<file path="src/rtl/ysyx_23060236_tlb.sv">
// Fully-associative TLB: combinational VPN->PPN lookup, single-cycle fill,
// round-robin victim replacement once every entry is valid.
module ysyx_23060236_tlb #(
    parameter int ENTRIES = 8,
    parameter int VPN_W   = 20,
    parameter int PPN_W   = 20
) (
    input  logic             clock,
    input  logic             reset,
    input  logic             flush,
    input  logic [VPN_W-1:0] tlb_araddr,
    output logic             tlb_hit,
    output logic [PPN_W-1:0] tlb_rdata,
    input  logic             tlb_wvalid,
    input  logic [VPN_W-1:0] tlb_awaddr,
    input  logic [PPN_W-1:0] tlb_wdata
);

    localparam int IW = (ENTRIES > 1) ? $clog2(ENTRIES) : 1;

    logic [ENTRIES-1:0] valid;
    logic [VPN_W-1:0]   vpn [ENTRIES];
    logic [PPN_W-1:0]   ppn [ENTRIES];
    logic [IW-1:0]      vptr;

    logic               w_match;
    logic [IW-1:0]      w_match_idx;
    logic               w_free;
    logic [IW-1:0]      w_free_idx;
    logic [IW-1:0]      w_idx;
    logic               w_en;

    // At most one entry can match, so OR-ing the masked PPNs is a clean mux.
    always_comb begin
        tlb_hit   = 1'b0;
        tlb_rdata = '0;
        for (int i = 0; i < ENTRIES; i++) begin
            if (valid[i] && vpn[i] == tlb_araddr) begin
                tlb_hit   = 1'b1;
                tlb_rdata = tlb_rdata | ppn[i];
            end
        end
    end

    always_comb begin
        w_match     = 1'b0;
        w_match_idx = '0;
        w_free      = 1'b0;
        w_free_idx  = '0;
        // Descending scan so the lowest-index free slot is the one kept.
        for (int i = ENTRIES - 1; i >= 0; i--) begin
            if (valid[i] && vpn[i] == tlb_awaddr) begin
                w_match     = 1'b1;
                w_match_idx = IW'(i);
            end
            if (!valid[i]) begin
                w_free     = 1'b1;
                w_free_idx = IW'(i);
            end
        end
    end

    always_comb begin
        w_idx = vptr;
        priority case (1'b1)
            w_match: w_idx = w_match_idx;
            w_free:  w_idx = w_free_idx;
            default: w_idx = vptr;
        endcase
    end

    assign w_en = tlb_wvalid && !flush;

    always_ff @(posedge clock or negedge reset) begin
        if (!reset) begin
            valid <= '0;
            vptr  <= '0;
        end else if (flush) begin
            valid <= '0;
            vptr  <= '0;
        end else if (w_en) begin
            valid[w_idx] <= 1'b1;
            if (!w_match && !w_free) begin
                vptr <= vptr + 1'b1;
            end
        end
    end

    always_ff @(posedge clock) begin
        if (w_en) begin
            vpn[w_idx] <= tlb_awaddr;
            ppn[w_idx] <= tlb_wdata;
        end
    end

endmodule

</file>
<file path="config.mk">
export PLATFORM = sky130hd
export DESIGN_NAME = ysyx_23060236_tlb
export DESIGN_NICKNAME = d
export VERILOG_FILES = /design/src/rtl/ysyx_23060236_tlb.sv
export SDC_FILE = /design/constraint.sdc
export NUM_CORES = 1
export LEC_CHECK = 0
export BUFFER_PORTS_ARGS = -buffer_cell sky130_fd_sc_hd__buf_2
export CORE_MARGIN = 3
export CORE_UTILIZATION = 50
export CTS_CLUSTER_DIAMETER = 200
export DETAILED_ROUTE_END_ITERATION = 16
export PLACE_DENSITY_LB_ADDON = 0.12
export SYNTH_ARGS = -nofsm -noshare
export SYNTH_HDL_FRONTEND = slang
export SYNTH_SLANG_ARGS = --single-unit
</file>
<file path="constraint.sdc">
create_clock -name clock -period 8.09 [get_ports clock]
set_clock_uncertainty 0.15 [all_clocks]
set_input_delay 0.809 -clock clock [delete_from_list [all_inputs] [get_ports clock]]
set_output_delay 0.809 -clock clock [all_outputs]
set_load 0.03 [all_outputs]
</file>
==> out/results.ini, run 1 <==
[outcome]
outcome=complete, no violations

[clocking]
post_cts_buffers=0
root_buffer=clkbuf_16
cts_buffers=37
htreeDepth=2
clk_path_buf_depth=3
cts_tree=yes
path_clk_slew_ps=60
numClockSinks=331
cts_hold_buf=1
clkLatencyLatePin_ps=540
cts-resized-gates=0

[critical_path]
cp.required_ps=7130
cp_top_family=simple AND/OR/NAND/NOR gates
cp_num_buf_inv=3
criticalPathCategory=input port to output port
crit_chain=buf_2, xor2_1, nor4_1, nand4_1, nor4_2, buf_4, a22o_1, a221oi_1, nand3_1, buf_2
rrSetupSlack_ps=3630
cp_max_fo=21
startpoint_type=input port
critical-path-slowest-cell=nor4_1
critPathMostFrequentCell=buf_2
r2r-end=ppn[2][7]
end_kind=output port
ff2ff_path_depth=8
r2r_start=vpn[1][10]
max_stage_delay_ps=990
worstPathArrival_ps=3830

[timing]
rsz0062_at_grt=false
fmax_ghz=0.209
period_share_pct=59.2
tightest_slew_ps=1160
relSlewSlack_pct=22.2
finalSetupViolCount=0
min_period_ps=4790
slew_viol_final=0
finalHoldViolCount=0
final.setup.tns_ps=0

[power]
p_sw_mw=0.909
p_leak_nw=5.70
switching_share_pct=23.3
power.internal_mw=2.98
p_clk_share_pct=43.5
fin_total_pwr_mw=3.89
pwr-share-seq_pct=49.4
p_per_area_nw_per_um2=223
ir_drop_v=0.000199
combPwrFrac_pct=7.1

[detailed_routing]
drt_iter0_drc=1070
ant_nets=0
route.vias.total=9907
routed_via_density=6.33
drcViolationCount=0
drtPass1Iterations=6
wl_per_cell_microns=32.1
wirelength_mm=50.2

[layout]
syn2layout_area_growth_pct=13.2
mostFrequentLayoutCells=320 x edfxtp_1, 182 x xor2_1, 138 x xnor2_1
fill_cells=2363
drive_gt1_share_pct=16.4
nNetsFinal=1211
final_common_cell=edfxtp_1

[global_routing]
first_global_vias=9625
overflow=0
grt_first_pass_wirelength_mm=70.8
antenna_found_initial=1
grt_usage_pct=30.1
grt_max_degree=41

[worst_hold_path]
min_delay_worst_endpoint=ppn[3][9]
min_from=tlb_wdata[9]
holdCritPathClass=input port to flip-flop
whs_path_depth=1

[synthesis]
yosys_most_used_dff=edfxtp_1
postSynthNetCount=1127
syn_inst=1062
synth_edf_count=320
synth_seq_cells=331
ys_warn_count=0
synth-async-reset-ratio_pct=3.32
synth.avg_cell_area_sq_um=14.5
yosysUniqueCellTypes=52
netlist_area_sq_um=15400
ys_seq_area_share_pct=64.1

[placement]
finalWeightedCongestion=1.00
port_buffers=84
dp_hpwl_mm=34.7

[floorplan]
die_h_microns=182
core_area_sq_um=30000
die_x_microns=182
rows=63
num_io_pins=85
initial_core_util_pct=51.3
die_area_sq_um=33000

[job]
drv_cap=0

[flip-flops by register name, summed over array words and instances (netlist names)]
| signal | cells |
|---|---|
| vpn | 160 |
| valid | 8 |
| vptr | 3 |
| ppn | 160 |
[final cells by class]
class | instances | area [sq um] | share of cell area (%)
clock buffer | 43 | 970 | 5.56
tap | 390 | 488 | 2.80
sequential | 331 | 9880 | 56.6
clock inverter | 25 | 260 | 1.49
inverter | 9 | 33.8 | 0.194
antenna | 1 | 2.50 | 0.0143
multi-input combinational | 665 | 5250 | 30.1
timing repair buffer | 102 | 558 | 3.20
[through the flow]
stage,util [%],instances,setup slack (ps),area [sq um],hold slack (ps)
final,58.1,1566,3300,17400,391
after global routing,58.1,1565,3230,17400,393
after CTS,58.1,1565,3290,17400,367
after detailed placement,54.0,1496,2980,16200,432
after global placement,54.0,1496,3010,16200,432
after floorplan,-,1062,2380,15400,363
[synthesized netlist by cell type (2+ instances only)]
library cell / instances / area share (%)
nand2_1: 13 / 0.32
o31ai_1: 2 / 0.097
nor4_1: 56 / 2.3
edfxtp_1: 320 / 62
xor2_1: 182 / 10
inv_1: 9 / 0.22
a22o_1: 20 / 1.1
a22oi_1: 40 / 1.9
or2_2: 5 / 0.20
a221oi_1: 21 / 1.2
nand4_1: 69 / 2.8
a21oi_1: 2 / 0.065
clkbuf_1: 6 / 0.15
nand4b_1: 2 / 0.11
buf_6: 7 / 0.51
nor2b_1: 2 / 0.081
nand3_1: 33 / 1.1
buf_2: 40 / 1.3
xnor2_1: 138 / 7.8
nor3_1: 20 / 0.65
nor3b_1: 5 / 0.24
o32ai_1: 8 / 0.45
nor2_1: 9 / 0.22
and4_1: 3 / 0.17
buf_4: 4 / 0.19
dfrtp_1: 11 / 1.8
nor4b_1: 10 / 0.57
[worst max-delay path by stage]
| stage | from | to | slack [ps] | cells past startpoint |
|---|---|---|---|---|
| 4_1_cts | tlb_araddr[5] | tlb_rdata[1] | 3290 | 10 |
| 5_1_grt | tlb_araddr[5] | tlb_rdata[1] | 3230 | 10 |
| 6_report | tlb_araddr[5] | tlb_rdata[1] | 3300 | 10 |
| 3_5_place_dp | tlb_awaddr[4] | ppn[0][17] | 2980 | 8 |
| 2_1_floorplan | tlb_awaddr[14] | ppn[1][0] | 2380 | 8 |
| 3_3_place_gp | tlb_awaddr[4] | ppn[0][15] | 3010 | 8 |
[layer usage]
metal	share of wire [%]	wire [microns]	track usage [%]
met1	41	20400	41.1
met2	47	23600	47.5
met3	6.6	3340	4.43
met4	5.8	2910	15.3
met5	0	0	0
[power by group through the flow]
stage / sequential [mW] / combinational [mW] / clock [mW]
3_5_place_dp: 1.96 / 0.270 / 0
5_1_grt: 1.92 / 0.287 / 1.78
6_report: 1.92 / 0.275 / 1.69
3_3_place_gp: 1.96 / 0.273 / 0
4_1_cts: 1.92 / 0.272 / 1.72
2_1_floorplan: 1.96 / 0.153 / 0
[cell families after synthesis]
group | synth area share [%]
DFF | 64.1
xor gates and xnor gates | 18.2
and+or+nand+nor | 9.24
AOI/OAI and AO/OA | 5.92
buffers and inverters | 2.37
muxes | 0.0731
adders and majority gates | 0.0812
Power figures use the tool's default switching activity.
==> inputs of run 2 (changes only) <==
--- a/config.mk
+++ b/config.mk
@@ -5,6 +5,7 @@
 export SDC_FILE = /design/constraint.sdc
 export NUM_CORES = 1
 export LEC_CHECK = 0
+export ABC_AREA = 1
 export BUFFER_PORTS_ARGS = -buffer_cell sky130_fd_sc_hd__buf_2
 export CORE_MARGIN = 3
 export CORE_UTILIZATION = 50
==> constraint.sdc (replaced) <==
create_clock -name clock -period 4.3 [get_ports clock]
set_clock_uncertainty 0.15 [all_clocks]
set_input_delay 0.43 -clock clock [delete_from_list [all_inputs] [get_ports clock]]
set_output_delay 0.43 -clock clock [all_outputs]
set_load 0.03 [all_outputs]
==> run 2 against run 1 <==
  * Cell count increased by 47%
  * Sequential power increased by 88%
  * Count of clock-buffer cells in the layout increased by 4
  * Utilization increased by 0.30 points
  * Largest cell class unchanged
  * Largest power group unchanged
  * Die area increased by 6.0%
  * Flip-flop and latch count unchanged
  * Combinational power increased by 95%
  * Critical path type is now flip-flop to output port
==> out/results.ini, run 2 <==
[global_routing]
grt_max_degree=41
antenna_found_initial=1
grt_first_pass_wirelength_mm=89.0
grt_usage_pct=35.3
first_global_vias=13000
overflow=0

[detailed_routing]
drt_iter0_drc=1318
wl_per_cell_microns=27.1
routed_via_density=5.79
wirelength_mm=62.5
route.vias.total=13300
drtPass1Iterations=5
drcViolationCount=0
ant_nets=0

[floorplan]
num_io_pins=85
die_area_sq_um=34900
rows=65
initial_core_util_pct=51.3
core_area_sq_um=31900
die_h_microns=187
die_x_microns=187

[timing]
period_share_pct=89.8
fmax_ghz=0.259
rsz0062_at_grt=false
finalHoldViolCount=0
tightest_slew_ps=899
relSlewSlack_pct=40.0
finalSetupViolCount=0
slew_viol_final=0
min_period_ps=3860
final.setup.tns_ps=0

[critical_path]
critPathLaunch=vpn[1][19]
worstPathArrival_ps=3280
rrSetupSlack_ps=1240
r2r-end=ppn[3][16]
end_kind=output port
criticalPathCategory=flip-flop to output port
crit_path_end=tlb_rdata[16]
cp.required_ps=3720
ff2ff_path_depth=13
r2r_start=vpn[0][6]
startpoint_type=flip-flop
cp_max_fo=17

[synthesis]
yosys-top-cells-count=560 x nand2_1, 320 x edfxtp_1, 203 x inv_1, 167 x nor2_1, 86 x o21ai_0
netlist_area_sq_um=16400
ys_warn_count=0
synth_area_leader_cell=edfxtp_1
synth_area_leaders=edfxtp_1 59%, nand2_1 13%, inv_1 4.7%
synth_seq_cells=331
yosys_most_used_dff=edfxtp_1
postSynthNetCount=1799
post-synth-top-count-cell=nand2_1
syn_inst=1734
synth.avg_cell_area_sq_um=9.44
synth_top_area_share_pct=58.7
yosysUniqueCellTypes=42
synth_edf_count=320
ys_seq_area_share_pct=60.4
synth-async-reset-ratio_pct=3.32

[clocking]
cts_tree=yes
clk_path_buf_depth=3
root_buffer=clkbuf_16
numClockSinks=331
clkLatencyLatePin_ps=550
htreeDepth=2
cts_buffers=37
cts-resized-gates=0
path_clk_slew_ps=60

[placement]
port_buffers=84
finalWeightedCongestion=1.05
dp_hpwl_mm=43.7
dp.cells=2238

[outcome]
outcome=complete, no violations

[layout]
final_common_cell=nand2_1
antenna_cells=0
drive_gt1_share_pct=12.6
nNetsFinal=1908
fill_cells=2817
reg.largest.list=ppn x160, vpn x160, valid x8
syn2layout_area_growth_pct=13.8
stdcell_count=2303
mostFrequentLayoutCells=560 x nand2_1, 320 x edfxtp_1, 195 x inv_1

[power]
fin_total_pwr_mw=7.33
ir_drop_v=0.000430
p_leak_nw=7.75
p_per_area_nw_per_um2=394

[job]
drv_cap=0

[worst_hold_path]
holdCritPathClass=input port to flip-flop

## run 2: area by class of cell
type	instances	area [sq um]	area share [%]
well taps	435	544	2.92
flip-flops and latches	331	9880	53.1
clock buffers	47	985	5.29
multi-input cells	1124	5340	28.7
clock inverters	17	224	1.20
inverters	228	858	4.61
repair buffers	121	788	4.23
## run 2: layer usage
metal  part of all wire [%]  vias to the layer above  track usage (%)  wire length, microns
met4                    8.3                        2             24.4                  5210
met5                  0.021                        -                0                    13
li1                       -                     5968                -                     -
met1                     37                     6269             44.2                 23200
met2                     46                      864             56.0                 28500
met3                    8.9                      230             6.35                  5560
## run 2: how the worst min path moves through the flow
| stage | from | endpoint | slack (ps) | cells after the start |
|---|---|---|---|---|
| 6_report | tlb_wdata[4] | ppn[3][4] | 20 | 1 |
| 5_1_grt | tlb_wdata[15] | ppn[3][15] | 10 | 1 |
| 4_1_cts | tlb_wdata[19] | ppn[1][19] | 3 | 1 |
| 3_5_place_dp | reset | valid[5] | 170 | 1 |
| 3_3_place_gp | reset | valid[5] | 170 | 1 |
| 2_1_floorplan | reset | valid[0] | -20 | 0 |
## run 2: timing repair
item / in CTS / in global routing
buffers inserted: 0 / 0
hold buffers: 1 / 0
hold endpoints to repair: 11 / 0
## run 2: metrics by stage
| stage | utilization, % | hold slack, ps | area (sq um) | setup WS (ps) |
|---|---|---|---|---|
| floorplan | - | -15.6 | 16400 | 1260 |
| global placement | 54.6 | 169 | 17400 | 693 |
| detailed placement | 54.6 | 172 | 17400 | 736 |
| CTS | 58.4 | 3.26 | 18600 | 440 |
| global route | 58.4 | 14.6 | 18600 | 311 |
| finish | 58.4 | 23.9 | 18600 | 438 |
## run 2: critical path: stages, from the launching register on
cell      delay (ps)
edfxtp_1         430
xnor2_1          330
nand3_1          220
nor4_2           470
nand3_2          560
o21ai_0          350
nor2_1           110
nand2_1           80
buf_2            190
## run 2: where the power goes
group          switching (mW)  total [mW]  internal, mW
Sequential             0.0301        3.61          3.58
Clock                    1.30        3.18          1.88
Combinational           0.400       0.535         0.135
Total                    1.73        7.33          5.60
## run 2: cells by family (layout without fill, tap and decap cells)
family                     after synthesis  count (layout)  share of synthesized area (%)
and+or+nand+nor                        817             817                           20.2
buffers and inverters                  279             413                           7.02
DFF                                    331             331                           60.4
xor gates and xnor gates                74              74                           3.96
AOI/OAI and AO/OA                      232             232                           8.33
adders and majority gates                1               1                         0.0764
==> inputs of run 3 (changes only) <==
==> constraint.sdc (replaced) <==
create_clock -name clock -period 4.3 [get_ports clock]
set_clock_uncertainty 0.15 [all_clocks]
set_input_delay 0 -clock clock [delete_from_list [all_inputs] [get_ports clock]]
set_output_delay 0 -clock clock [all_outputs]
set_load 0.03 [all_outputs]
==> run 3 against run 2 <==
  * Fmax increased by 9.0%
  * Total power is 1.2% higher
  * Flip-flop and latch count is the same
  * Sequential share of layout area shrank 1.1 points
  * Count of clock-buffer cells in the layout shrank 1
  * Cell count rose by 1.7%
  * Largest cell class unchanged
==> out/results.ini, run 3 (synthesis gave the netlist of run 2 again) <==
[timing]
tightest_slew_ps=1030
period_share_pct=82.4
relSlewSlack_pct=30.9
fmax_ghz=0.282
timing.final.ws_setup_ps=756
finalHoldViolCount=0
fin_hold_ws_ps=94.9
slew_viol_final=0
finalSetupViolCount=0
rsz0062_at_grt=false
final.setup.tns_ps=0
min_period_ps=3540

[critical_path]
max_stage_delay_ps=770
r2r-end=ppn[4][2]
critPathMostFrequentCell=o21ai_0
ff2ff_path_depth=15
criticalPathCategory=flip-flop to output port
cp.required_ps=4150
cp_top_family=simple AND/OR/NAND/NOR gates
r2r_start=vpn[6][7]
crit_chain=o21ai_0, nor4_2, nand3_2, o21ai_0, nor2_1, nand2_1, buf_2
cp_max_fo=17
rrSetupSlack_ps=1110
end_kind=output port
critical-path-slowest-cell=nor4_2
cp_num_buf_inv=1
worstPathArrival_ps=3390
startpoint_type=flip-flop

[detailed_routing]
route.vias.total=13600
ant_nets=0
routed_via_density=5.81
drtPass1Iterations=6
drcViolationCount=0
wirelength_mm=63.4
drt_iter0_drc=1527
wl_per_cell_microns=27.1

[global_routing]
overflow=0
grt_use_met2_pct=56.7
grt_first_pass_wirelength_mm=90.9
grt_usage_pct=36.2
grt.busiest_layer=met2
antenna_found_initial=2
grt_max_degree=41
grt.met3_usage_pct=8.43
met1_usage_pct=44.8
first_global_vias=13500

[clocking]
clk_path_buf_depth=3
cts-resized-gates=0
path_clk_slew_ps=60
cts_buffers=37
root_buffer=clkbuf_16
cts_tree=yes
htreeDepth=2
numClockSinks=331
clkLatencyLatePin_ps=570

[placement]
dp_hpwl_mm=41.6
place_ws_ps=959
place_area_sq_um=17300
port_buffers=84
finalWeightedCongestion=1.04

[layout]
nNetsFinal=1944
design_area_sq_um=19000
fill_cells=2840
syn2layout_area_growth_pct=16.1
drive_gt1_share_pct=11.8
final_common_cell=nand2_1
antenna_cells=0
mostFrequentLayoutCells=560 x nand2_1, 320 x edfxtp_1, 195 x inv_1
reg.largest.list=ppn x160, vpn x160, valid x8

[floorplan]
die_h_microns=187
rows=65
die_x_microns=187
initial_core_util_pct=51.3
num_io_pins=85
die_area_sq_um=34900
core_area_sq_um=31900

[worst_hold_path]
holdCritPathClass=input port to flip-flop
min_delay_worst_endpoint=ppn[2][4]
whs_path_depth=2
min_from=tlb_wdata[4]

[power]
ir_drop_v=0.000455
p_leak_nw=7.91
fin_total_pwr_mw=7.41
p_per_area_nw_per_um2=390

[job]
drv_cap=0

[outcome]
outcome=complete, no violations

run 3: power by group:
part | switching, mW | total [mW] | internal, mW
logic | 0.423 | 0.584 | 0.160
clock network | 1.32 | 3.22 | 1.90
registers | 0.0253 | 3.61 | 3.58
run 3: area by class of cell:
type	instances	area (sq um)	share of cell area [%]
Clock inverter	20	219	1.15
Sequential cell	331	9880	52.0
Tap cell	435	544	2.86
Inverter	228	858	4.52
Timing Repair Buffer	157	1160	6.09
Clock buffer	46	1000	5.27
Multi-Input combinational cell	1124	5340	28.1
run 3: layer usage:
metal  vias up  part of all wire (%)
met5         -                 0.043
met4         4                   7.8
met3       262                    10
met2       899                    45
met1      6395                    37
li1       6040                     -
run 3: how the worst max path moves through the flow:
| stage | start | endpoint | cells after the start |
|---|---|---|---|
| after floorplan | vpn[3][15] | ppn[7][0] | 12 |
| after global placement | tlb_awaddr[7] | ppn[4][18] | 18 |
| after detailed placement | tlb_awaddr[7] | ppn[4][18] | 18 |
| after CTS | valid[2] | tlb_rdata[7] | 10 |
| after global routing | valid[2] | tlb_rdata[7] | 10 |
| final | valid[1] | tlb_rdata[13] | 7 |
run 3: worst register-to-register path, delay by kind of cell, from the launching register on:
| kind | cells | cell delay (ps) |
|---|---|---|
| DFF | 1 | 570 |
| and+or+nand+nor | 12 | 1380 |
| buffers and inverters | 3 | 760 |
run 3: through the flow:
step | std cells | utilization [%]
after CTS | 2341 | 59.6
after global placement | 2230 | 54.4
after global routing | 2341 | 59.6
final | 2341 | 59.6
after floorplan | 1734 | -
after detailed placement | 2230 | 54.4
run 3: timing repair:
item | CTS | global route
hold buffers | 45 | 0
hold endpoints to repair | 342 | 0
setup endpoints to repair | 0 | 0
setup buffers | 0 | 0
